File: config.mk
export PLATFORM = sky130hd
export DESIGN_NAME = bp_burst_to_lite_flat
export DESIGN_NICKNAME = d
export VERILOG_FILES = /design/src/rtl/bp_burst_to_lite_pkg.sv /design/src/rtl/bp_burst_to_lite_if.sv /design/src/rtl/bp_me_burst_sipo.sv /design/src/rtl/bp_burst_to_lite.sv /design/src/flat_wrapper.sv
export SDC_FILE = /design/constraint.sdc
export NUM_CORES = 1
export LEC_CHECK = 0
export ABC_CLOCK_PERIOD_IN_PS = 3000
export BUFFER_PORTS_ARGS = -buffer_cell sky130_fd_sc_hd__buf_4
export CAP_MARGIN = 20
export CELL_PAD_IN_SITES_DETAIL_PLACEMENT = 1
export CELL_PAD_IN_SITES_GLOBAL_PLACEMENT = 2
export CORE_ASPECT_RATIO = 1.25
export CORE_UTILIZATION = 32
export DETAILED_ROUTE_END_ITERATION = 16
export GPL_TIMING_DRIVEN = 0
export HOLD_SLACK_MARGIN = 0.1
export PLACE_DENSITY = 0.77
export SLEW_MARGIN = 20
export SYNTH_ARGS = -nofsm -noshare
export SYNTH_HDL_FRONTEND = slang
export SYNTH_HIERARCHICAL = 1
export SYNTH_SLANG_ARGS = --single-unit
File: constraint.sdc
create_clock -name clk_i -period 3 [get_ports clk_i]
set_input_delay 0.45 -clock clk_i [delete_from_list [all_inputs] [get_ports clk_i]]
set_output_delay 0.45 -clock clk_i [all_outputs]
set_load 0.02 [all_outputs]
File: src/rtl/bp_burst_to_lite_pkg.sv
// Shared BedRock header layout, message encodings and converter state for the Burst-to-Lite path.
// Pure types and a sizing helper; no logic, no latency.
package bp_burst_to_lite_pkg;

  localparam int paddr_width_p   = 40;
  localparam int payload_width_p = 16;

  typedef enum logic [3:0] {
    e_bedrock_mem_rd    = 4'd0,
    e_bedrock_mem_wr    = 4'd1,
    e_bedrock_mem_uc_rd = 4'd2,
    e_bedrock_mem_uc_wr = 4'd3
  } bp_bedrock_mem_type_e;

  typedef enum logic [2:0] {
    e_bedrock_msg_size_1   = 3'd0,
    e_bedrock_msg_size_2   = 3'd1,
    e_bedrock_msg_size_4   = 3'd2,
    e_bedrock_msg_size_8   = 3'd3,
    e_bedrock_msg_size_16  = 3'd4,
    e_bedrock_msg_size_32  = 3'd5,
    e_bedrock_msg_size_64  = 3'd6,
    e_bedrock_msg_size_128 = 3'd7
  } bp_bedrock_msg_size_e;

  typedef struct packed {
    logic [3:0]                 msg_type;
    logic [3:0]                 subop;
    logic [paddr_width_p-1:0]   addr;
    logic [2:0]                 size;
    logic [payload_width_p-1:0] payload;
  } bp_bedrock_hdr_t;

  localparam int hdr_width_lp = $bits(bp_bedrock_hdr_t);

  typedef enum logic [1:0] {
    e_ready,
    e_data,
    e_send
  } bp_burst_to_lite_state_e;

  // Clamped to the buffer depth so an oversize request can never wrap the beat counter.
  function automatic int beats_for_size(input logic [2:0] size, input int beat_bytes, input int max_beats);
    int n;
    n = (1 << size) / beat_bytes;
    if (n < 1) n = 1;
    if (n > max_beats) n = max_beats;
    return n;
  endfunction

endpackage

File: src/rtl/bp_burst_to_lite_if.sv
// Burst input channels (header + beats) and the wide Lite output channel of the converter.
// slave is the converter side, master is the producer/consumer side.
interface bp_burst_to_lite_if
  import bp_burst_to_lite_pkg::*;
#(
  parameter int in_data_width_p  = 64,
  parameter int out_data_width_p = 512
);

  localparam int out_msg_width_lp = hdr_width_lp + out_data_width_p;

  bp_bedrock_hdr_t              in_msg_header_i;
  logic                         in_msg_header_v_i;
  logic                         in_msg_header_ready_and_o;
  logic                         in_msg_has_data_i;
  logic [in_data_width_p-1:0]   in_msg_data_i;
  logic                         in_msg_data_v_i;
  logic                         in_msg_data_ready_and_o;
  logic                         in_msg_last_i;
  logic [out_msg_width_lp-1:0]  out_msg_o;
  logic                         out_msg_v_o;
  logic                         out_msg_ready_and_i;

  modport slave (
    input  in_msg_header_i, in_msg_header_v_i, in_msg_has_data_i,
    input  in_msg_data_i, in_msg_data_v_i, in_msg_last_i, out_msg_ready_and_i,
    output in_msg_header_ready_and_o, in_msg_data_ready_and_o, out_msg_o, out_msg_v_o
  );

  modport master (
    output in_msg_header_i, in_msg_header_v_i, in_msg_has_data_i,
    output in_msg_data_i, in_msg_data_v_i, in_msg_last_i, out_msg_ready_and_i,
    input  in_msg_header_ready_and_o, in_msg_data_ready_and_o, out_msg_o, out_msg_v_o
  );

endinterface

File: src/rtl/bp_me_burst_sipo.sv
// Beat buffer: writes beats at a running index, clears on a new header, replicates the valid prefix to full width.
// Write takes effect on the next edge; output is a pure decode of the stored beats and the registered size.
module bp_me_burst_sipo
  import bp_burst_to_lite_pkg::*;
#(
  parameter int in_data_width_p  = 64,
  parameter int out_data_width_p = 512
)(
  input  logic                        clk_i,
  input  logic                        reset_n_i,
  input  logic                        clear_i,
  input  logic                        v_i,
  input  logic [in_data_width_p-1:0]  data_i,
  input  logic [2:0]                  size_i,
  output logic                        last_o,
  output logic [out_data_width_p-1:0] data_o
);

  localparam int max_beats_lp = out_data_width_p / in_data_width_p;
  localparam int cnt_width_lp = (max_beats_lp > 1) ? $clog2(max_beats_lp) : 1;

  logic [cnt_width_lp-1:0]                      cnt_r;
  logic [max_beats_lp-1:0][in_data_width_p-1:0] data_r;
  logic [out_data_width_p-1:0]                  flat;
  logic [7:0][out_data_width_p-1:0]             rep;

  assign last_o = (cnt_r == cnt_width_lp'(beats_for_size(size_i, in_data_width_p/8, max_beats_lp) - 1));

  always_ff @(posedge clk_i or negedge reset_n_i) begin
    if (!reset_n_i) begin
      cnt_r  <= '0;
      data_r <= '0;
    end else if (clear_i) begin
      cnt_r  <= '0;
      data_r <= '0;
    end else if (v_i) begin
      data_r[cnt_r] <= data_i;
      if (!last_o) cnt_r <= cnt_r + 1'b1;
    end
  end

  assign flat = data_r;

  // Each size repeats its first 2^size bytes; sizes at or above the full width pass straight through.
  for (genvar s = 0; s < 8; s++) begin : g_size
    localparam int fill_lp = ((8 << s) < out_data_width_p) ? (8 << s) : out_data_width_p;
    for (genvar i = 0; i < out_data_width_p; i++) begin : g_bit
      assign rep[s][i] = flat[i % fill_lp];
    end
  end

  assign data_o = rep[size_i];

endmodule

File: src/rtl/bp_burst_to_lite.sv
// Collects one Burst header plus its beats and emits a single wide Lite message {header, data}.
// Output valid the cycle after the last beat (or header if no data); holds the message until accepted.
module bp_burst_to_lite
  import bp_burst_to_lite_pkg::*;
#(
  parameter int          in_data_width_p  = 64,
  parameter int          out_data_width_p = 512,
  parameter logic [15:0] payload_mask_p   = '0
)(
  input  logic              clk_i,
  input  logic              reset_n_i,
  bp_burst_to_lite_if.slave bus
);

  if (out_data_width_p % in_data_width_p != 0) begin : g_width_check
    $error("out_data_width_p must be a multiple of in_data_width_p");
  end

  bp_burst_to_lite_state_e     state_r, state_n;
  bp_bedrock_hdr_t             hdr_r;
  logic                        live_r;
  logic                        hdr_rdy, beat_rdy, out_v;
  logic                        hdr_hs, beat_hs, out_hs;
  logic                        has_data, last_beat;
  logic [out_data_width_p-1:0] data;

  // live_r keeps header ready low while reset is asserted even though the state sits in e_ready.
  assign hdr_rdy  = live_r & (state_r == e_ready);
  assign beat_rdy = (state_r == e_data);
  assign out_v    = (state_r == e_send);

  assign hdr_hs   = bus.in_msg_header_v_i & hdr_rdy;
  assign beat_hs  = bus.in_msg_data_v_i & beat_rdy;
  assign out_hs   = bus.out_msg_ready_and_i & out_v;
  assign has_data = payload_mask_p[bus.in_msg_header_i.msg_type];

  always_ff @(posedge clk_i or negedge reset_n_i) begin
    if (!reset_n_i) begin
      state_r <= e_ready;
      hdr_r   <= '0;
      live_r  <= 1'b0;
    end else begin
      state_r <= state_n;
      live_r  <= 1'b1;
      if (hdr_hs) hdr_r <= bus.in_msg_header_i;
    end
  end

  always_comb begin
    state_n = state_r;
    unique case (state_r)
      e_ready: if (hdr_hs) state_n = has_data ? e_data : e_send;
      e_data:  if (beat_hs && last_beat) state_n = e_send;
      e_send:  if (out_hs) state_n = e_ready;
      default: state_n = e_ready;
    endcase
  end

  bp_me_burst_sipo #(
    .in_data_width_p (in_data_width_p),
    .out_data_width_p(out_data_width_p)
  ) sipo (
    .clk_i    (clk_i),
    .reset_n_i(reset_n_i),
    .clear_i  (hdr_hs),
    .v_i      (beat_hs),
    .data_i   (bus.in_msg_data_i),
    .size_i   (hdr_r.size),
    .last_o   (last_beat),
    .data_o   (data)
  );

  assign bus.in_msg_header_ready_and_o = hdr_rdy;
  assign bus.in_msg_data_ready_and_o   = beat_rdy;
  assign bus.out_msg_v_o               = out_v;
  assign bus.out_msg_o                 = {hdr_r, data};

  a_last_on_final_beat: assert property (@(posedge clk_i) disable iff (!reset_n_i)
    beat_hs |-> (bus.in_msg_last_i == last_beat));

  a_has_data_matches_mask: assert property (@(posedge clk_i) disable iff (!reset_n_i)
    hdr_hs |-> (bus.in_msg_has_data_i == has_data));

endmodule
File: src/flat_wrapper.sv
// flat-port wrapper written by rule: the top's interface ports become plain ports
module bp_burst_to_lite_flat import bp_burst_to_lite_pkg::*;
#(
  parameter int          in_data_width_p  = 64,
  parameter int          out_data_width_p = 512,
  parameter logic [15:0] payload_mask_p   = '0
)
  (clk_i, reset_n_i, bus_in_msg_header_i, bus_in_msg_header_v_i, bus_in_msg_has_data_i, bus_in_msg_data_i, bus_in_msg_data_v_i, bus_in_msg_last_i, bus_out_msg_ready_and_i, bus_in_msg_header_ready_and_o, bus_in_msg_data_ready_and_o, bus_out_msg_o, bus_out_msg_v_o);
  bp_burst_to_lite_if #(.in_data_width_p(in_data_width_p), .out_data_width_p(out_data_width_p)) bus_i ();
  input  logic clk_i;
  input  logic reset_n_i;
  input wire logic [$bits(bus_i.in_msg_header_i)-1:0] bus_in_msg_header_i;
  input wire logic [$bits(bus_i.in_msg_header_v_i)-1:0] bus_in_msg_header_v_i;
  input wire logic [$bits(bus_i.in_msg_has_data_i)-1:0] bus_in_msg_has_data_i;
  input wire logic [$bits(bus_i.in_msg_data_i)-1:0] bus_in_msg_data_i;
  input wire logic [$bits(bus_i.in_msg_data_v_i)-1:0] bus_in_msg_data_v_i;
  input wire logic [$bits(bus_i.in_msg_last_i)-1:0] bus_in_msg_last_i;
  input wire logic [$bits(bus_i.out_msg_ready_and_i)-1:0] bus_out_msg_ready_and_i;
  output wire logic [$bits(bus_i.in_msg_header_ready_and_o)-1:0] bus_in_msg_header_ready_and_o;
  output wire logic [$bits(bus_i.in_msg_data_ready_and_o)-1:0] bus_in_msg_data_ready_and_o;
  output wire logic [$bits(bus_i.out_msg_o)-1:0] bus_out_msg_o;
  output wire logic [$bits(bus_i.out_msg_v_o)-1:0] bus_out_msg_v_o;
  assign bus_i.in_msg_header_i = bus_in_msg_header_i;
  assign bus_i.in_msg_header_v_i = bus_in_msg_header_v_i;
  assign bus_i.in_msg_has_data_i = bus_in_msg_has_data_i;
  assign bus_i.in_msg_data_i = bus_in_msg_data_i;
  assign bus_i.in_msg_data_v_i = bus_in_msg_data_v_i;
  assign bus_i.in_msg_last_i = bus_in_msg_last_i;
  assign bus_i.out_msg_ready_and_i = bus_out_msg_ready_and_i;
  assign bus_in_msg_header_ready_and_o = bus_i.in_msg_header_ready_and_o;
  assign bus_in_msg_data_ready_and_o = bus_i.in_msg_data_ready_and_o;
  assign bus_out_msg_o = bus_i.out_msg_o;
  assign bus_out_msg_v_o = bus_i.out_msg_v_o;
  bp_burst_to_lite #(.in_data_width_p(in_data_width_p), .out_data_width_p(out_data_width_p), .payload_mask_p(payload_mask_p)) u_core (.clk_i(clk_i), .reset_n_i(reset_n_i), .bus(bus_i));
endmodule
# [Word level (Yosys, flattened, before mapping)]
# Memory sizes are Yosys's and may differ from the RTL's.
# Index checks and enable logic that the tools add are counted.
[totals] ff_bits=585 romBits=16 inputBits=138 out_inout_bits=582 word_cells=64 n_memories=1
[op_classes] n_addsub=3 order_cmp=6 n_eq_ne=7 shift=1 n_mux=18 bitwise_logic=5 n_reduce_logical=7
[memory_table] memory="(no name shown)" depth=16 width=1 read_ports=1 rd_clocked_by_memory_dff=0 write_ports=0 line_no="bp_burst_to_lite.sv:35" source="assign has_data = payload_mask_p[bus.in_msg_header_i.msg_type];"
[op_table] op="$bmux W512 S3" n=1
[op_table] op="$mux W512" n=3
[op_table] op="$bwmux W512" n=1
[op_table] op="$demux W64 S3" n=1
[op_table] op="$mux W64" n=1
[op_table] op="$add A32 B1 Y32" n=1
[op_table] op="$gt A32 B5 Y1 const B" n=1
[op_table] op="$lt A32 B2 Y1 const B" n=1
[op_table] op="$mux W32" n=1
[op_table] op="$shl A1 B3 Y32 const A" n=1
[op_table] op="$mux W3" n=4
[op_table] op="$lt A3 B4 Y1 const B" n=2
[op_table] op="$mux W2" n=4
[op_table] op="$pmux W2 S3" n=1
[op_table] op="$and A1 B1 Y1" n=5
[op_table] op="$lt A4 B5 Y1 const B" n=1
[op_table] op="$ne A2 B1 Y1 const B" n=2
[op_table] op="$ne A2 B2 Y1 const B" n=2
[op_table] op="$add A3 B1 Y3 const B" n=1
[op_table] op="$eq A3 B3 Y1" n=1
[op_table] op="$ge A3 B1 Y1 const B" n=1
[op_table] op="$reduce_and A3 Y1" n=1
[op_table] op="$reduce_or A3 Y1" n=1
[op_table] op="$sub A3 B2 Y3 const B" n=1
[op_table] op="7 further kinds" n=8

# [Depth between registers and ports, before layout]
# Gate-level depths: netlist of run 1.
[logic_depth] word_depth=13 mapped_depth=11 mapped_depth_nobuf=7

# [Cells and area by module]
# Netlist of run 1, hierarchy kept.
[modules_own_cells] mod="bp_me_burst_sipo" instances=1 cells_per_inst=4087 area_per_inst_um2=31681.6
[modules_own_cells] mod="bp_burst_to_lite" instances=1 cells_per_inst=151 area_per_inst_um2=2612.5

# [Worst setup path before layout of run 1]
# Ideal clock, no wire load.
[synth_path] path_type="register -> register" from="register u_core.hdr_r (netlist bit u_core/bus.out_msg_o[529])" to="register u_core.sipo.cnt_r[1]" setup_ns=0.126 t_arrival_ns=2.335 setup_slack_ns=0.539 path_stages_with_launch=12 path_buffers=4 synth_period_minus_slack_ns=2.461 path_cell_list="dfrtp_1 > buf_4 > buf_6 > nor2_1 > buf_2 > buf_2 > nand2_1 > ha_1 > xor2_1 > xnor2_1 > nor4_1 > a311o_1"
[synth_between] elab_chain_len=12
[synth_rtl] element="start, declared" line_no="bp_burst_to_lite.sv:20" source="bp_bedrock_hdr_t hdr_r;"
[synth_rtl] element="start signal, assigned" line_no="bp_burst_to_lite.sv:45" source="if (hdr_hs) hdr_r <= bus.in_msg_header_i;"
[synth_rtl] element="$shl A1 B3 Y32 (*)" line_no="bp_burst_to_lite_pkg.sv:45" source="n = (1 << size) / beat_bytes;"
[synth_rtl] element="$reduce_or A3 Y1 (no line)"
[synth_rtl] element="$and A1 B1 Y1 (no line)"
[synth_rtl] element="$add A32 B1 Y32 (no line) (*)"
[synth_rtl] element="$lt A32 B2 Y1" line_no="bp_burst_to_lite_pkg.sv:46" source="if (n < 1) n = 1;"
[synth_rtl] element="$mux W32 (*)" line_no="bp_burst_to_lite_pkg.sv:46"
[synth_rtl] element="$gt A32 B5 Y1" line_no="bp_burst_to_lite_pkg.sv:47" source="if (n > max_beats) n = max_beats;"
[synth_rtl] element="$mux W3 (*)" line_no="bp_burst_to_lite_pkg.sv:47"
[synth_rtl] element="$sub A3 B2 Y3 (*)" line_no="bp_me_burst_sipo.sv:27" source="assign last_o = (cnt_r == cnt_width_lp'(beats_for_size(size_i, in_data_width_p/8, max_beats_lp) - 1));"
[synth_rtl] element="$eq A3 B3 Y1 (*)" line_no="bp_me_burst_sipo.sv:27"
[synth_rtl] element="$ne A2 B1 Y1 (no line) (*)"
[synth_rtl] element="$reduce_and A2 Y1 (no line) (*)"
[synth_rtl] element="end signal, assigned" line_no="bp_me_burst_sipo.sv:38" source="if (!last_o) cnt_r <= cnt_r + 1'b1;"
[synth_rtl] element="end, declared" line_no="bp_me_burst_sipo.sv:22" source="logic [cnt_width_lp-1:0] cnt_r;"
# Every way passes the cells marked *; elsewhere a longest branch is shown, timed or not.
# A chain may end at the register's enable or synchronous reset.

# [Worst setup path after layout of run 1]
[layout_path] from="register u_core.hdr_r (netlist bit u_core/bus.out_msg_o[528])" to="output port bus_out_msg_o[46]"
[layout_between] elab_chain_len=2
[layout_rtl] element="$bmux W512 S3" line_no="bp_me_burst_sipo.sv:52" source="assign data_o = rep[size_i];"
[layout_rtl] element="$mux W512 (implied by the code)" line_no="bp_me_burst_sipo.sv:52"
[layout_rtl] element="end, declared" line_no="flat_wrapper.sv:21" source="output wire logic [$bits(bus_i.out_msg_o)-1:0] bus_out_msg_o;"
# No other way between the ends. The select of a mux whose other input is x is not followed.

==> metrics.cfg, run 1 <==
[layout]
nets=5351
final_design_area_no_fill_um2=51100
fin_cells=6700
nFillCells=12200
area_delta_synth_final_pct=49.1
drive_gt1_share_pct=33.4

[logic_synthesis]
yosys_warnings=6
avgSynthCellArea_um2=8.09
synthCells=4237
netlist_area_um2=34300

[global_route]
grt.total_usage_pct=43.0
grt_max_degree=89
antenna_found_initial=28
grt_pass1_wl_mm=322
grt_pass1_vias=39800
overflow=0

[timing]
worst_pin_slew_ns=1.60
rsz0062_at_grt=true
fmax_mhz=306
final.setup.worst_slack_ns=-0.268
slew_headroom_pct=-6.95
final_hold_viol_count=0
setup-tns-final_ns=-19.40
holdWs_ns=0.284
fin_crit_sh_pct=109
fin_skew_ns=0.0448
finalSetupViolations=312
maxSlewViolCount=26
period_needed_ns=3.27

[setup_path]
critPathKind=register to output port
cp_top_family=compound AO/OA/AOI/OAI gates
crit_path_end_kind=output port
slowest_delay_ns=0.53
crit_chain=buf_6, buf_6, buf_12, xor2_2, a222oi_1, nor2_4, a21o_1, buf_6
path_common_cell=buf_6
cp-start-kind=register
crit_arrival_ns=2.82
cp_num_buf_inv=4
path_max_fanout=8
crit_slowest_cell=a222oi_1
cp.required_ns=2.55

[die]
core_um2=106000
initial_utilization_pct=32.5
dieHeight_um=368
io_pins=720
die-area_um2=108000
rows=133
fp.dieW_um=295

[route]
drc=0
vias=40400
dr.pass1.iters=6
drt-initial-drc-count=4779
drtAntennaViolNets=0
vias_per_cell=6.03
wire_per_inst_um=36.8
routed_wl_mm=247

[place]
port_buffers=651
place_congestion=0.967
placed_cell_area_um2=41200
place_hpwl_mm=165
dp_cells=6314

[pwr]
vdd_ir_drop_max_uv=570
design_power_total_w=0.0594
leakagePower_nw=25.5
p_per_area_nw_per_um2=1160

[min_path]
min_path_type=input pin to asynchronous set/reset pin

[status]
violations=slew limit, setup timing
status=finished with violations

[run]
max_cap_viol_count=0

[clock_tree]
clockBufferDepth=3
cts_inserted_buffers=72
h-tree-depth=3
worstSkewPairLatency_ns=0.68
cts_tree=done
clockRootBuffer=clkbuf_16
path_clk_slew_ns=0.06
cts_sinks=584

==> cells in the final DEF, fill, tap and decap left out, types with 68 or more instances in the layout <==
| cell type | n |
|---|---|
| mux2i_1 | 147 |
| clkbuf_16 | 103 |
| dlygate4sd3_1 | 69 |
| buf_4 | 585 |
| a21o_1 | 289 |
| dfrtp_1 | 576 |
| mux2_2 | 127 |
| buf_2 | 150 |
| nand2_1 | 1572 |
| a21oi_1 | 549 |
| o21ai_0 | 68 |
| buf_12 | 93 |
| buf_6 | 204 |
==> final timing paths <==
path | from | to | slack (ns) | cells after the start
max | u_core/bus.out_msg_o[528] | bus_out_msg_o[46] | -0.27 | 8
min | reset_n_i | u_core/bus.out_msg_o[538] | 0.28 | 2
max reg2reg | u_core/bus.out_msg_o[529] | u_core/sipo/cnt_r[1] | 0.02 | 11
min reg2reg | u_core/bus.out_msg_o[512] | u_core/bus.out_msg_o[512] | 0.51 | 1
max in group asynchronous | reset_n_i | u_core/sipo/data_r[5] | 1.27 | 4
min in group clk_i | bus_in_msg_header_v_i | u_core/bus.out_msg_o[573] | 0.38 | 4
==> cell type report <==
cell class / instances / area (µm²) / share of cell area, %
clock buffers: 111 / 2180 / 4.27
plain buffers: 416 / 3960 / 7.75
flip-flops and latches: 584 / 14600 / 28.6
repair buffers: 903 / 8970 / 17.6
multi-input cells: 3218 / 19300 / 37.7
inverters: 16 / 70.1 / 0.137
well taps: 1417 / 1770 / 3.47
diodes: 17 / 42.5 / 0.0832
clock inverters: 18 / 224 / 0.438
==> flip-flops by register name, indices dropped and copies added, names as in the netlist <==
name	count
u_core/bus.out_msg_o	67
u_core/sipo/cnt_r	3
u_core/live_r	1
u_core/sipo/data_r	512
u_core/state_r	1
==> metal layers <==
layer | track usage [%] | vias to the layer above | routed length, µm
met4 | 31.1 | 18 | 22700
li1 | - | 16100 | -
met2 | 65.9 | 3030 | 109000
met5 | 0 | - | 115
met3 | 11.0 | 978 | 28200
met1 | 52.0 | 20300 | 87100
==> where the power goes <==
group / switching [W] / internal, W / leakage [nW] / total (W)
clock network: 0.00396 / 0.00528 / 1.19 / 0.00924
logic: 0.0217 / 0.0143 / 16.6 / 0.0360
registers: 0.00356 / 0.0106 / 7.78 / 0.0142
==> stage by stage <==
stage | worst slack, ns | util (%)
3_5_place_dp | -0.813 | 39.0
5_1_grt | -0.267 | 48.3
3_3_place_gp | -5.86 | 38.8
2_1_floorplan | 0.571 | -
4_1_cts | -0.130 | 46.0
6_report | -0.268 | 48.4
==> what timing repair did <==
| item | 4_1_cts | 5_1_grt |
|---|---|---|
| endpoints found under the hold margin | 113 | 0 |
| endpoints found under the setup margin | 987 | 525 |
| buffers inserted | 79 | 67 |
| hold buffers | 69 | 0 |
| cloned | 13 | 20 |
| pin swaps | 71 | 100 |
| gates resized for setup | 753 | 331 |
No activity file was read; power rests on OpenSTA's default activity.
==> run 2: changes to the inputs <==
==> constraint.sdc (replaced) <==
create_clock -name clk_i -period 3 [get_ports clk_i]
set_input_delay 0.75 -clock clk_i [delete_from_list [all_inputs] [get_ports clk_i]]
set_output_delay 0.75 -clock clk_i [all_outputs]
set_load 0.02 [all_outputs]
==> metrics.cfg, run 2 (same netlist as run 1, synthesis figures left out) <==
[status]
status=finished with violations
violations=slew limit, setup timing

[timing]
slew_headroom_pct=-6.85  ; +0.10 points
rsz0062_at_grt=true
fin_crit_sh_pct=116  ; +7.4 points
maxSlewViolCount=24  ; -7.7%
fmax_mhz=286  ; -6.4%
final_hold_viol_count=0  ; unchanged
final.setup.worst_slack_ns=-0.491  ; -0.223 ns
fin_skew_ns=0.0424  ; -0.00243 ns
period_needed_ns=3.49  ; +0.223 ns
finalSetupViolations=914  ; +190%
worst_pin_slew_ns=1.60  ; -0.00150 ns

[die]
dieHeight_um=368  ; unchanged
io_pins=720  ; unchanged
rows=133  ; unchanged
initial_utilization_pct=32.5  ; unchanged
die-area_um2=108000  ; unchanged
core_um2=106000  ; unchanged
fp.dieW_um=295  ; unchanged

[global_route]
grt.total_usage_pct=41.9  ; -1.1 points
grt_pass1_vias=38800  ; -2.6%
grt_pass1_wl_mm=315  ; -2.4%
antenna_found_initial=22  ; -21%
overflow=0  ; unchanged
grt_max_degree=89  ; unchanged

[pwr]
leakagePower_nw=24.5  ; -3.8%
vdd_ir_drop_max_uv=532  ; -6.6%
combPwrFrac_pct=59.2  ; -1.3 points
p_int_w=0.0291  ; -3.8%
seq_power_share_pct=24.7  ; +0.8 points
p_per_area_nw_per_um2=1170  ; +1.1%
netSwitchingFraction_pct=49.3  ; +0.12 points
clkPwrFrac_pct=16.1  ; +0.5 points
p_switching_w=0.0282  ; -3.3%

[place]
port_buffers=651  ; unchanged
dp_cells=6314  ; unchanged
place_hpwl_mm=165  ; unchanged
place_congestion=0.967  ; unchanged
dp_slack_ns=-1.11  ; -0.300 ns

[setup_path]
crit_arrival_ns=2.74  ; -0.08 ns
crit_path_end_kind=output port
critPathLaunch=u_core/bus.out_msg_o[529]
crit_end=bus_out_msg_o[396]
r2r_slack_ns=-0.38  ; -0.40 ns
rr_startpoint=u_core/state_r[1]
cp-start-kind=register
path_max_fanout=12  ; +4
r2r_cells=8  ; -3
critPathKind=register to output port
cp.required_ns=2.25  ; -0.30 ns
timing.rr.end=u_core/sipo/data_r[456]

[layout]
nFillCells=12400  ; +1.6%
max_flop_register=u_core/sipo/data_r
ff_latch_area_um2=14600  ; about the same
multiInputGateArea_um2=18800  ; -2.2%
nets=5228  ; -2.3%
area_delta_synth_final_pct=42.2
final_cell_mix=nand2_1, buf_4, dfrtp_1
layout_commonest_cell=nand2_1
largest_register_ffs=512  ; unchanged
fin_cells=6572  ; -1.9%
drive_gt1_share_pct=31.8  ; -1.6 points

[route]
drc=0  ; unchanged
met2_length_mm=106  ; -2.2%
drt-initial-drc-count=4769  ; -0.21%
dr.pass1.iters=5  ; -1
route.met3.wl_mm=25.7  ; -8.8%
wl_met1_mm=86.8  ; -0.45%
top_layer=met5
vias=39300  ; -2.9%
wire_per_inst_um=36.1  ; -2.1%
drtAntennaViolNets=0  ; unchanged
vias_per_cell=5.97  ; -0.99%
routed_wl_mm=237  ; -3.9%

[clock_tree]
cts_inserted_buffers=72  ; unchanged
path_clk_slew_ns=0.06  ; about the same
clockBufferDepth=3  ; unchanged
h-tree-depth=3  ; unchanged
clockRootBuffer=clkbuf_16
worstSkewPairLatency_ns=0.67  ; about the same
cts_sinks=584  ; unchanged
cts_tree=done

[run]
max_cap_viol_count=0  ; unchanged

[min_path]
hold_depth=2
min_path_type=input pin to register

run 2: changes by cell type in the layout (fill, tap and decap cells not counted), moves of 28 or more:
cell / delta
clkbuf_1: +31
buf_6: -89
clkbuf_2: -28
buf_4: +67
dlygate4sd3_1: -68
run 2: layout make-up:
type	count	area share [%]
tap	1417	3.64
multi-input combinational	3217	38.6
inverter	16	0.128
clock buffer	111	4.47
timing repair buffer	778	14.7
buffer	419	7.92
clock inverter	18	0.459
antenna	12	0.0616
sequential	584	30.0
run 2: what timing repair did:
item / in CTS / in global routing
hold buffers: 1 / 0
endpoints found under the hold margin: 45 / 0
pin swaps: 53 / 63
gates resized for setup: 609 / 235
setup endpoints to repair: 987 / 952
setup buffers: 59 / 38
gates cloned: 3 / 19
run 2: per-stage QoR:
stage	setup TNS, ns	total power [W]	instance area (µm²)	hold slack (ns)	utilization, %
finish	-203.85	0.0573	48800	0.258	46.1
global route	-233.51	0.0586	48700	0.277	46.1
CTS	-155.42	0.0536	46900	0.233	44.4
detailed placement	-483.79	0.0416	41200	0.495	39.0
global placement	-4114.30	0.0412	41000	0.489	38.8
floorplan	0	0.0278	34300	0.454	-
run 2: worst min path at each step:
stage / from / to / slack (ns)
6_report: bus_out_msg_ready_and_i / u_core/state_r[1] / 0.26
5_1_grt: bus_out_msg_ready_and_i / u_core/state_r[1] / 0.28
2_1_floorplan: reset_n_i / u_core/bus.out_msg_o[512] / 0.45
3_5_place_dp: u_core/bus.out_msg_o[512] / u_core/bus.out_msg_o[512] / 0.50
4_1_cts: bus_out_msg_ready_and_i / u_core/state_r[1] / 0.23
3_3_place_gp: u_core/bus.out_msg_o[521] / u_core/bus.out_msg_o[521] / 0.49
run 2: power groups by stage:
stage | clock network (W) | logic, W | registers [W]
after detailed placement | 0 | 0.0277 | 0.0139
after global placement | 0 | 0.0274 | 0.0138
final | 0.00922 | 0.0339 | 0.0141
after CTS | 0.00927 | 0.0305 | 0.0138
after floorplan | 0 | 0.0153 | 0.0126
after global routing | 0.00956 | 0.0347 | 0.0143
run 2: metal layers:
metal / GRT usage, % / up-vias
li1: - / 15800
met1: 50.6 / 19800
met2: 64.3 / 2768
met3: 11.4 / 791
met4: 29.0 / 18
met5: 0.632 / -
run 2: critical path, cell delays in order, from the launching register on:
cell and delay (ns):
dfrtp_1 0.39, buf_6 0.16, buf_8 0.15, buf_12 0.17, buf_16 0.18, buf_4 0.15, buf_12 0.15, o21ai_0 0.22
a21o_1 0.29, buf_4 0.19
